===== src/rtl/fetch_pkg.sv =====
// Shared types and constants for the instruction fetch front-end.
// A queue entry carries the fetched word, its PC and the bus-error flag.
package fetch_pkg;

    localparam logic [31:0] BOOT_VECTOR_DEFAULT = 32'h0000_0000;
    localparam int          INST_W              = 32;
    localparam int          PC_W                = 32;

    typedef struct packed {
        logic              fault;
        logic [PC_W-1:0]   pc;
        logic [INST_W-1:0] inst;
    } fetch_entry_t;

    localparam int ENTRY_W = $bits(fetch_entry_t);

    // Instructions are word aligned; redirect targets drop their low two bits.
    function automatic logic [PC_W-1:0] align_pc(input logic [PC_W-1:0] pc);
        return pc & 32'hFFFF_FFFC;
    endfunction

endpackage


===== src/rtl/fetch_if.sv =====
// Decode-side and icache-side signals of the fetch unit, bundled as one interface.
// The master modport is the fetch unit's view; slave is the surrounding logic.
interface fetch_if;
    import fetch_pkg::*;

    logic              fetch_accept_i;
    logic              branch_request_i;
    logic [PC_W-1:0]   branch_pc_i;
    logic              fetch_invalidate_i;
    logic              icache_accept_i;
    logic              icache_valid_i;
    logic              icache_error_i;
    logic [INST_W-1:0] icache_inst_i;

    logic              fetch_valid_o;
    logic [INST_W-1:0] fetch_instr_o;
    logic [PC_W-1:0]   fetch_pc_o;
    logic              fetch_fault_o;
    logic              icache_rd_o;
    logic              icache_flush_o;
    logic              icache_invalidate_o;
    logic [PC_W-1:0]   icache_pc_o;

    modport master (
        input  fetch_accept_i, branch_request_i, branch_pc_i, fetch_invalidate_i,
               icache_accept_i, icache_valid_i, icache_error_i, icache_inst_i,
        output fetch_valid_o, fetch_instr_o, fetch_pc_o, fetch_fault_o,
               icache_rd_o, icache_flush_o, icache_invalidate_o, icache_pc_o
    );

    modport slave (
        output fetch_accept_i, branch_request_i, branch_pc_i, fetch_invalidate_i,
               icache_accept_i, icache_valid_i, icache_error_i, icache_inst_i,
        input  fetch_valid_o, fetch_instr_o, fetch_pc_o, fetch_fault_o,
               icache_rd_o, icache_flush_o, icache_invalidate_o, icache_pc_o
    );

endinterface


===== src/rtl/fetch_skid_fifo.sv =====
// Two-entry FIFO between the icache response and decode.
// Push and pop may coincide at any fill level; flush empties it immediately.
module fetch_skid_fifo
    import fetch_pkg::*;
#(
    parameter int DATA_W = ENTRY_W
) (
    input  logic              clk_i,
    input  logic              rst_i,
    input  logic              push_i,
    input  logic              pop_i,
    input  logic              flush_i,
    input  logic [DATA_W-1:0] data_i,
    output logic              valid_o,
    output logic [DATA_W-1:0] data_o,
    output logic [1:0]        count_o
);

    logic [DATA_W-1:0] mem_q [2];
    logic              rd_ptr_q;
    logic              wr_ptr_q;
    logic [1:0]        count_q;
    logic              do_push;
    logic              do_pop;

    assign do_pop  = pop_i && (count_q != 2'd0);
    // When full, a push only lands if the head leaves in the same cycle.
    assign do_push = push_i && ((count_q != 2'd2) || do_pop);

    always_ff @(posedge clk_i) begin
        if (rst_i || flush_i) begin
            rd_ptr_q <= 1'b0;
            wr_ptr_q <= 1'b0;
            count_q  <= 2'd0;
        end else begin
            if (do_push) wr_ptr_q <= ~wr_ptr_q;
            if (do_pop)  rd_ptr_q <= ~rd_ptr_q;
            case ({do_push, do_pop})
                2'b10:   count_q <= count_q + 2'd1;
                2'b01:   count_q <= count_q - 2'd1;
                default: count_q <= count_q;
            endcase
        end
    end

    always_ff @(posedge clk_i) begin
        if (do_push) mem_q[wr_ptr_q] <= data_i;
    end

    assign valid_o = (count_q != 2'd0);
    assign data_o  = mem_q[rd_ptr_q];
    assign count_o = count_q;

endmodule


===== src/rtl/fetch_unit.sv =====
// Instruction fetch front-end: owns the PC, issues one icache read at a time,
// queues responses toward decode, discards stale responses after redirects and sequences fence.i flushes.
module fetch_unit
    import fetch_pkg::*;
#(
    parameter logic [31:0] BOOT_VECTOR = BOOT_VECTOR_DEFAULT
) (
    input logic   clk_i,
    input logic   rst_i,
    fetch_if.master bus
);

    logic [PC_W-1:0] pc_q;
    logic [PC_W-1:0] req_pc_q;
    logic            outstanding_q;
    logic            discard_q;
    logic            flush_pending_q;

    logic [1:0]      count;
    logic            head_valid;
    fetch_entry_t    head;
    fetch_entry_t    push_entry;
    logic            pop;
    logic            resp;
    logic            push;
    logic            issue;
    logic            flush_hs;
    logic [2:0]      credit;

    assign pop    = head_valid && bus.fetch_accept_i;
    assign resp   = bus.icache_valid_i && outstanding_q;
    assign push   = resp && !discard_q && !bus.branch_request_i;
    // Slots already claimed once this cycle's pop is taken into account.
    assign credit = {1'b0, count} + {2'b00, outstanding_q} - {2'b00, pop};

    assign bus.icache_rd_o = !rst_i && !bus.branch_request_i && !flush_pending_q &&
                             (!outstanding_q || bus.icache_valid_i) && (credit < 3'd2);
    assign issue = bus.icache_rd_o && bus.icache_accept_i;

    assign bus.icache_flush_o = !rst_i && flush_pending_q && !outstanding_q &&
                                !bus.branch_request_i;
    assign flush_hs = bus.icache_flush_o && bus.icache_accept_i;

    assign bus.icache_pc_o         = pc_q;
    assign bus.icache_invalidate_o = 1'b0;

    always_ff @(posedge clk_i) begin
        if (rst_i) begin
            pc_q            <= BOOT_VECTOR;
            outstanding_q   <= 1'b0;
            discard_q       <= 1'b0;
            flush_pending_q <= 1'b0;
        end else begin
            if (bus.branch_request_i)  pc_q <= align_pc(bus.branch_pc_i);
            else if (issue)            pc_q <= pc_q + 32'd4;

            if (issue)                 outstanding_q <= 1'b1;
            else if (resp)             outstanding_q <= 1'b0;

            // A read still in flight across a redirect belongs to the old path.
            if (bus.branch_request_i && outstanding_q && !bus.icache_valid_i)
                discard_q <= 1'b1;
            else if (resp)
                discard_q <= 1'b0;

            if (bus.fetch_invalidate_i) flush_pending_q <= 1'b1;
            else if (flush_hs)          flush_pending_q <= 1'b0;
        end
    end

    always_ff @(posedge clk_i) begin
        if (issue) req_pc_q <= pc_q;
    end

    assign push_entry = '{fault: bus.icache_error_i, pc: req_pc_q, inst: bus.icache_inst_i};

    fetch_skid_fifo #(
        .DATA_W (ENTRY_W)
    ) u_fifo (
        .clk_i   (clk_i),
        .rst_i   (rst_i),
        .push_i  (push),
        .pop_i   (pop),
        .flush_i (bus.branch_request_i),
        .data_i  (push_entry),
        .valid_o (head_valid),
        .data_o  (head),
        .count_o (count)
    );

    // Storage is not reset, so the head is masked while the queue is empty.
    assign bus.fetch_valid_o = head_valid;
    assign bus.fetch_instr_o = head_valid ? head.inst  : '0;
    assign bus.fetch_pc_o    = head_valid ? head.pc    : '0;
    assign bus.fetch_fault_o = head_valid ? head.fault : 1'b0;

endmodule


===== src/flat_wrapper.sv =====
// flat-port wrapper written by rule: the top's interface ports become plain ports
module fetch_unit_flat import fetch_pkg::*;
#(
    parameter logic [31:0] BOOT_VECTOR = BOOT_VECTOR_DEFAULT
)
  (clk_i, rst_i, bus_fetch_accept_i, bus_branch_request_i, bus_branch_pc_i, bus_fetch_invalidate_i, bus_icache_accept_i, bus_icache_valid_i, bus_icache_error_i, bus_icache_inst_i, bus_fetch_valid_o, bus_fetch_instr_o, bus_fetch_pc_o, bus_fetch_fault_o, bus_icache_rd_o, bus_icache_flush_o, bus_icache_invalidate_o, bus_icache_pc_o);
  fetch_if bus_i ();
  input logic clk_i;
  input logic rst_i;
  input wire logic [$bits(bus_i.fetch_accept_i)-1:0] bus_fetch_accept_i;
  input wire logic [$bits(bus_i.branch_request_i)-1:0] bus_branch_request_i;
  input wire logic [$bits(bus_i.branch_pc_i)-1:0] bus_branch_pc_i;
  input wire logic [$bits(bus_i.fetch_invalidate_i)-1:0] bus_fetch_invalidate_i;
  input wire logic [$bits(bus_i.icache_accept_i)-1:0] bus_icache_accept_i;
  input wire logic [$bits(bus_i.icache_valid_i)-1:0] bus_icache_valid_i;
  input wire logic [$bits(bus_i.icache_error_i)-1:0] bus_icache_error_i;
  input wire logic [$bits(bus_i.icache_inst_i)-1:0] bus_icache_inst_i;
  output wire logic [$bits(bus_i.fetch_valid_o)-1:0] bus_fetch_valid_o;
  output wire logic [$bits(bus_i.fetch_instr_o)-1:0] bus_fetch_instr_o;
  output wire logic [$bits(bus_i.fetch_pc_o)-1:0] bus_fetch_pc_o;
  output wire logic [$bits(bus_i.fetch_fault_o)-1:0] bus_fetch_fault_o;
  output wire logic [$bits(bus_i.icache_rd_o)-1:0] bus_icache_rd_o;
  output wire logic [$bits(bus_i.icache_flush_o)-1:0] bus_icache_flush_o;
  output wire logic [$bits(bus_i.icache_invalidate_o)-1:0] bus_icache_invalidate_o;
  output wire logic [$bits(bus_i.icache_pc_o)-1:0] bus_icache_pc_o;
  assign bus_i.fetch_accept_i = bus_fetch_accept_i;
  assign bus_i.branch_request_i = bus_branch_request_i;
  assign bus_i.branch_pc_i = bus_branch_pc_i;
  assign bus_i.fetch_invalidate_i = bus_fetch_invalidate_i;
  assign bus_i.icache_accept_i = bus_icache_accept_i;
  assign bus_i.icache_valid_i = bus_icache_valid_i;
  assign bus_i.icache_error_i = bus_icache_error_i;
  assign bus_i.icache_inst_i = bus_icache_inst_i;
  assign bus_fetch_valid_o = bus_i.fetch_valid_o;
  assign bus_fetch_instr_o = bus_i.fetch_instr_o;
  assign bus_fetch_pc_o = bus_i.fetch_pc_o;
  assign bus_fetch_fault_o = bus_i.fetch_fault_o;
  assign bus_icache_rd_o = bus_i.icache_rd_o;
  assign bus_icache_flush_o = bus_i.icache_flush_o;
  assign bus_icache_invalidate_o = bus_i.icache_invalidate_o;
  assign bus_icache_pc_o = bus_i.icache_pc_o;
  fetch_unit #(.BOOT_VECTOR(BOOT_VECTOR)) u_core (.clk_i(clk_i), .rst_i(rst_i), .bus(bus_i));
endmodule

===== config.mk =====
export PLATFORM = sky130hd
export DESIGN_NAME = fetch_unit_flat
export DESIGN_NICKNAME = d
export VERILOG_FILES = /design/src/rtl/fetch_pkg.sv /design/src/rtl/fetch_if.sv /design/src/rtl/fetch_skid_fifo.sv /design/src/rtl/fetch_unit.sv /design/src/flat_wrapper.sv
export SDC_FILE = /design/constraint.sdc
export NUM_CORES = 1
export LEC_CHECK = 0
export CORE_MARGIN = 2
export CORE_UTILIZATION = 35
export CTS_BUF_LIST = sky130_fd_sc_hd__clkbuf_8
export DETAILED_ROUTE_END_ITERATION = 8
export DONT_BUFFER_PORTS = 1
export PLACE_DENSITY = 0.48
export REMOVE_ABC_BUFFERS = 1
export SYNTH_ARGS = -nofsm -noshare
export SYNTH_HDL_FRONTEND = slang
export SYNTH_SLANG_ARGS = --single-unit

===== constraint.sdc =====
create_clock -name clk_i -period 11.9 [get_ports clk_i]
set_clock_uncertainty 0.15 [all_clocks]
set_input_delay 2.38 -clock clk_i [delete_from_list [all_inputs] [get_ports clk_i]]
set_output_delay 2.38 -clock clk_i [all_outputs]
set_load 0.05 [all_outputs]

==> results of run 1 <==
## worst min-delay path by stage
stage | slack [ps] | end
final | 310 | u_core.u_fifo.mem_q[1][52]$_DFFE_PP_
after global routing | 310 | u_core.u_fifo.mem_q[1][46]$_DFFE_PP_
after CTS | 300 | u_core.u_fifo.mem_q[0][57]$_DFFE_PP_
after detailed placement | 280 | u_core.u_fifo.mem_q[1][57]$_DFFE_PP_
after global placement | 270 | u_core.u_fifo.mem_q[0][39]$_DFFE_PP_
after floorplan | 270 | u_core.u_fifo.mem_q[0][34]$_DFFE_PP_
## state kept, by name, summed over array words and instances (netlist names), named ones only
| register | count |
|---|---|
| u_core.u_fifo.mem_q | 126 |
| u_core.bus.icache_pc_o | 30 |
| u_core.req_pc_q | 30 |
| u_core.u_fifo.count_o | 2 |
| u_core.discard_q | 1 |
| u_core.flush_pending_q | 1 |
| u_core.outstanding_q | 1 |
| u_core.u_fifo.rd_ptr_q | 1 |
| u_core.u_fifo.wr_ptr_q | 1 |
## stage by stage
stage | area [µm²] | power (mW)
6_report | 8533 | 1.261
5_1_grt | 8533 | 1.314
4_1_cts | 8533 | 1.280
3_5_place_dp | 8118 | 0.8310
3_3_place_gp | 8118 | 0.8297
2_1_floorplan | 7724 | 0.8186
## report_power, final
part | switching, mW | internal [mW]
Combinational | 0.0224 | 0.0124
Sequential | 0.0385 | 0.741
Clock | 0.235 | 0.211
## area by class of cell
class	count	share of cell area (%)
Sequential cell	194	63.86
Multi-Input combinational cell	330	25.72
Tap cell	280	4.106
Clock buffer	17	2.742
Clock inverter	15	2.126
Inverter	27	1.188
Timing Repair Buffer	3	0.2639
## metal layers
layer  GRT usage, %  vias up  routed length (µm)
met4          4.495        0                 251
li1               -     2096                   -
met5              0        -                   0
met3          6.229       20                1602
met2          22.51      166                7752
met1          17.68     2135                7139
## logic make-up (layout without fill, tap and decap cells)
logic type,after synthesis,after routing
other,1,5
AOI/OAI and AO/OA,62,62
muxes,67,67
buffers and inverters,59,62
xor gates and xnor gates,15,15
adders and majority gates,4,4
DFF,194,194
and+or+nand+nor,177,177
## cell usage in the layout, fill, tap and decap left out, types with 5 or more instances in the layout
cell,n
nor2_1,80
nor4_1,13
nand2_1,18
conb_1,5
nor2b_1,9
o21ai_0,5
inv_1,29
clkbuf_8,17
nand3_1,9
mux2i_1,65
inv_6,5
nand4_1,12
xnor2_1,11
o31a_1,6
a21oi_1,21
nor3_1,7
o21a_1,7
edfxtp_1,156
dfxtp_1,37
## critical path, cell delays in order
cell      delay (ps)
and2_1           120
ha_1             260
nand2b_1         150
fa_1             500
nor2b_1          130
nand4_1          520
inv_1            580
==> qor.txt, run 1 <==
Routed WL per cell: 19.34 µm
Post-synthesis register bit count: 194
Max-slew violations: 0
Post-detail-place hpwl: 10990 µm
Post-CTS resize count: 0
ANT nets after route: 0
Die width: 154.2 µm
Die area: 23760 µm²
Clock sinks: 194
Clk Latency, worst-skew pair: 450 ps
Critical path fanouts, max: 11
Area occupied by multi-input gates: 2195 µm²
Synth async-reset ratio: 0%
Vias per cell: 5.100
Port buffer count: 0
Top cells by count, synth: 156 x edfxtp_1, 82 x nor2_1, 65 x mux2i_1
GR Overflow Total: 0
Netlist Area Pre-Place: 7891 µm²
Hold Path Class: reg -> reg
Placed cells: 834
Worst-Margin Slew: 1010 ps
Dominant synthesized flop cell: edfxtp_1
EDFF count, synth: 156
Post-synthesis xor/xnor area fraction: 1.665%
Top-count cell post-synth: edfxtp_1
# H-tree levels: 4
Inserted Diodes: 0
Crit path required time: 9370 ps
Status: completed
RD Place Congestion: 0.7809
Clock Path Buffers: 2
Cells after synthesis: 579
Yosys warnings: 0
RSZ-0062 raised after global routing: no
Worst hold slack: 305.5 ps
Max-Cap Viols: 0
Hold Fails Final Rpt: 0
First-pass GRT wire length: 25710 µm
Final worst path period share: 60.25%
Final WS setup: 4730 ps
Syn_area_per_cell: 13.63 µm²
Synth-to-Final Area Change: 8.134%
Worst-path clk slew: 90 ps
CP Capture Point: bus_icache_rd_o
GR Util All Layers: 14.26%
Die Span Y: 154.2 µm
CTS Buf Count: 17
Largest net degree at the start of global routing: 64
Layout Utilization: 38.86%
Core area: 21960 µm²
Post-synthesis adder-cell area fraction: 0.7293%
Dpl ws: 4716 ps
Worst Setup SP: bus_fetch_accept_i
Synth unique cells: 55
Routed WL: 16750 µm
Multiplexer share of the synthesized area: 8.530%
Seq/Total Area, Yosys: 69.00%
Critical path type: in -> out
Number of fill cells in the layout: 2094
Compound-Gate Fraction of Synth Area: 5.423%
Max VDD drop: 0.05849 mV
Leak Pwr: 2.685 nW
Critical path data arrival time: 4640 ps
DRT Pass-1 Iters: 5
Standard-cell rows: 54
Vias: 4417
Critical R2R Launch: u_core.u_fifo.count_o[0]$_SDFFE_PP0P_
R2r endpoint: u_core.bus.icache_pc_o[14]$_SDFFE_PP0P_
Setup bufs post-CTS: 0
Layout cell share with drive strength beyond 1: 8.362%
Clock root cell: clkbuf_8
I/O pin cnt: 173
Area contributors post-synth: edfxtp_1 59%, dfxtp_1 9.6%, mux2i_1 8.2%
Reg2Reg Depth: 12
Setup TNS: 0 ps
Worst hold stages: 0
Power density cells: 147.8 nW/µm²
Fmax: 139.5 MHz
Initial core utilization: 35.94%
Setup-failing EPs final: 0
Final min period: 7170 ps
Critical Path End Type: output pin
Flip-flop and latch area: 5449 µm²
Initial antenna violation count: 0
TritonCTS clock tree: yes
Nets: 649
Cts hold-fix bufs: 0
Area leader, netlist: edfxtp_1
Min-delay src: u_core.req_pc_q[20]$_DFFE_PP_
Rel. slew slack: 32.41%
Post-route DRC: 0
CP startpoint kind: primary input
Setup slack, reg-to-reg: 7200 ps
Finished Layout Cells: 866
Largest family of logic cells by synthesized area: simple AND/OR/NAND/NOR gates
Vias in the first global route: 4380
1st-iter DRT viols: 215
Synth top area share: 59.36%
Simple-Gate Fraction of Synth Area: 11.00%
(Power assumes the default switching activity.)
==> run 2, diff against run 1 <==
==> constraint.sdc (replaced) <==
create_clock -name clk_i -period 7.15 [get_ports clk_i]
set_clock_uncertainty 0.15 [all_clocks]
set_input_delay 1.43 -clock clk_i [delete_from_list [all_inputs] [get_ports clk_i]]
set_output_delay 1.43 -clock clk_i [all_outputs]
set_load 0.05 [all_outputs]
==> qor.txt, run 2 (synthesized netlist as in run 1, its figures left out) <==
Clock root cell: clkbuf_8
# H-tree levels: 4 (unchanged)
Critical path type: reg -> out
Total power draw: 2.066 mW (+64%)
Die Span Y: 154.2 µm (unchanged)
Fmax: 190.3 MHz
Most common cell after layout, fill and taps aside: edfxtp_1
First-pass GRT wire length: 25950 µm (+0.94%)
Critical path fanouts, max: 11 (unchanged)
GR Util All Layers: 14.28% (+0.024 points)
Clock sinks: 194 (unchanged)
Number of fill cells in the layout: 2091 (-0.14%)
Inserted Diodes: 0 (unchanged)
Rel. slew slack: 31.79% (-0.62 points)
Commonest non-fill, non-tap cells in the layout: 156 x edfxtp_1, 80 x nor2_1, 65 x mux2i_1
Max-slew violations: 0 (unchanged)
Initial core utilization: 35.94% (unchanged)
DRT Pass-1 Iters: 4 (-1)
Setup slack, reg-to-reg: 2450 ps (-4750 ps)
Post-detail-place hpwl: 10920 µm (-0.63%)
Post-route DRC: 0 (unchanged)
Critical path data arrival time: 3670 ps (-970 ps)
Port buffer count: 0 (unchanged)
Min-delay src: u_core.req_pc_q[20]$_DFFE_PP_
GR Overflow Total: 0 (unchanged)
Setup-failing EPs final: 0 (unchanged)
Global Route met1 Usage: 17.23% (-0.45 points)
Clk Latency, worst-skew pair: 450 ps (about the same)
Leak Pwr: 2.674 nW (-0.41%)
Worst Setup SP: u_core.u_fifo.count_o[1]$_SDFFE_PP0P_
Setup TNS: 0 ps (unchanged)
Power density cells: 242.5 nW/µm² (+64%)
ANT nets after route: 0 (unchanged)
Vias per cell: 5.092 (-0.16%)
CTS Buf Count: 17 (unchanged)
Max VDD drop: 0.1007 mV (+72%)
Worst-Margin Slew: 1019 ps (+9.268 ps)
Nets: 649 (unchanged)
Routed WL per cell: 19.27 µm (-0.32%)
Synth-to-Final Area Change: 7.975%
Critical Path End Type: output pin
Die width: 154.2 µm (unchanged)
Met2 Resource Use GR: 22.44% (-0.064 points)
Hold Path Class: reg -> reg
Max-Cap Viols: 0 (unchanged)
Vias: 4410 (-0.16%)
Post-CTS resize count: 0 (unchanged)
1st-iter DRT viols: 163 (-24%)
TritonCTS clock tree: yes
RD Place Congestion: 0.8095 (+3.7%)
Busiest layer in global routing: met2
Flip-flop and latch area: 5449 µm² (unchanged)
Die area: 23760 µm² (unchanged)
Largest register by flop count: u_core.u_fifo.mem_q
Worst-path clk slew: 100 ps (about the same)
Flip-flop count of the largest register after layout: 126 (unchanged)
I/O pin cnt: 173 (unchanged)
Vias in the first global route: 4500 (+2.7%)
Setup bufs post-CTS: 0 (unchanged)
Critical R2R Launch: u_core.u_fifo.count_o[1]$_SDFFE_PP0P_
Area occupied by multi-input gates: 2195 µm² (unchanged)
Final min period: 5254 ps
RSZ-0062 raised after global routing: no
Clock Path Buffers: 2 (unchanged)
Initial antenna violation count: 0 (unchanged)
Hold Fails Final Rpt: 0 (unchanged)
GR Util met3: 6.652% (+0.42 points)
Status: completed
Final worst path period share: 73.49%
Standard-cell rows: 54 (unchanged)
Layout cell share with drive strength beyond 1: 8.874% (+0.51 points)
CP startpoint kind: flop
Cts hold-fix bufs: 0 (unchanged)
Core area: 21960 µm² (unchanged)
Crit path required time: 5570 ps (-3800 ps)
Routed WL: 16690 µm (-0.32%)
Largest net degree at the start of global routing: 64 (unchanged)
run 2: cell types whose count changed in the layout (fill, tap and decap cells not counted), sizes merged:
cell      delta
clkbuf       +2
bufinv       -2
clkinv       +4
clkinvlp     -1
inv          -3
run 2: layout make-up:
cell class / instances / area share [%]
clock inverter: 13 / 1.659
multi-input combinational: 330 / 25.76
sequential: 194 / 63.95
clock buffer: 19 / 3.069
timing repair buffer: 3 / 0.2643
tap: 280 / 4.112
inverter: 27 / 1.189
run 2: worst paths after layout:
check,end,cells after the start
worst max register to register,u_core.bus.icache_pc_o[14]$_SDFFE_PP0P_,12
worst max-delay path,bus_icache_rd_o,9
worst min-delay path,u_core.u_fifo.mem_q[0][52]$_DFFE_PP_,0
worst min register to register,u_core.u_fifo.mem_q[0][52]$_DFFE_PP_,0
run 2: report_power, final:
part	internal, mW	switching [mW]
registers	1.23	0.0637
logic	0.0206	0.0370
clock network	0.307	0.404
run 2: layer usage:
layer | wire [µm] | vias to the layer above | part of all wire [%]
met3 | 1650 | 20 | 9.9
li1 | - | 2108 | -
met5 | 0 | - | 0
met4 | 326 | 0 | 2.0
met2 | 7642 | 153 | 46
met1 | 7073 | 2129 | 42
run 2: critical path: stages, from the launching register on:
cell and delay (ps):
dfxtp_1 530, nor2_4 50, inv_1 370, and2_1 200, ha_1 220, nand2b_1 150, fa_1 510, nor2b_1 130
nand4_1 510, inv_1 570
run 2: metrics by stage:
stage	setup WS (ps)	cell area, µm²	util (%)	cells	hold slack (ps)
after floorplan	260.7	7724	-	551	271.5
after global placement	1937	8118	36.97	834	273.3
after detailed placement	1863	8118	36.97	834	279.6
after CTS	1810	8521	38.80	866	302.7
after global routing	1657	8521	38.80	866	318.5
final	1896	8521	38.80	866	300.8
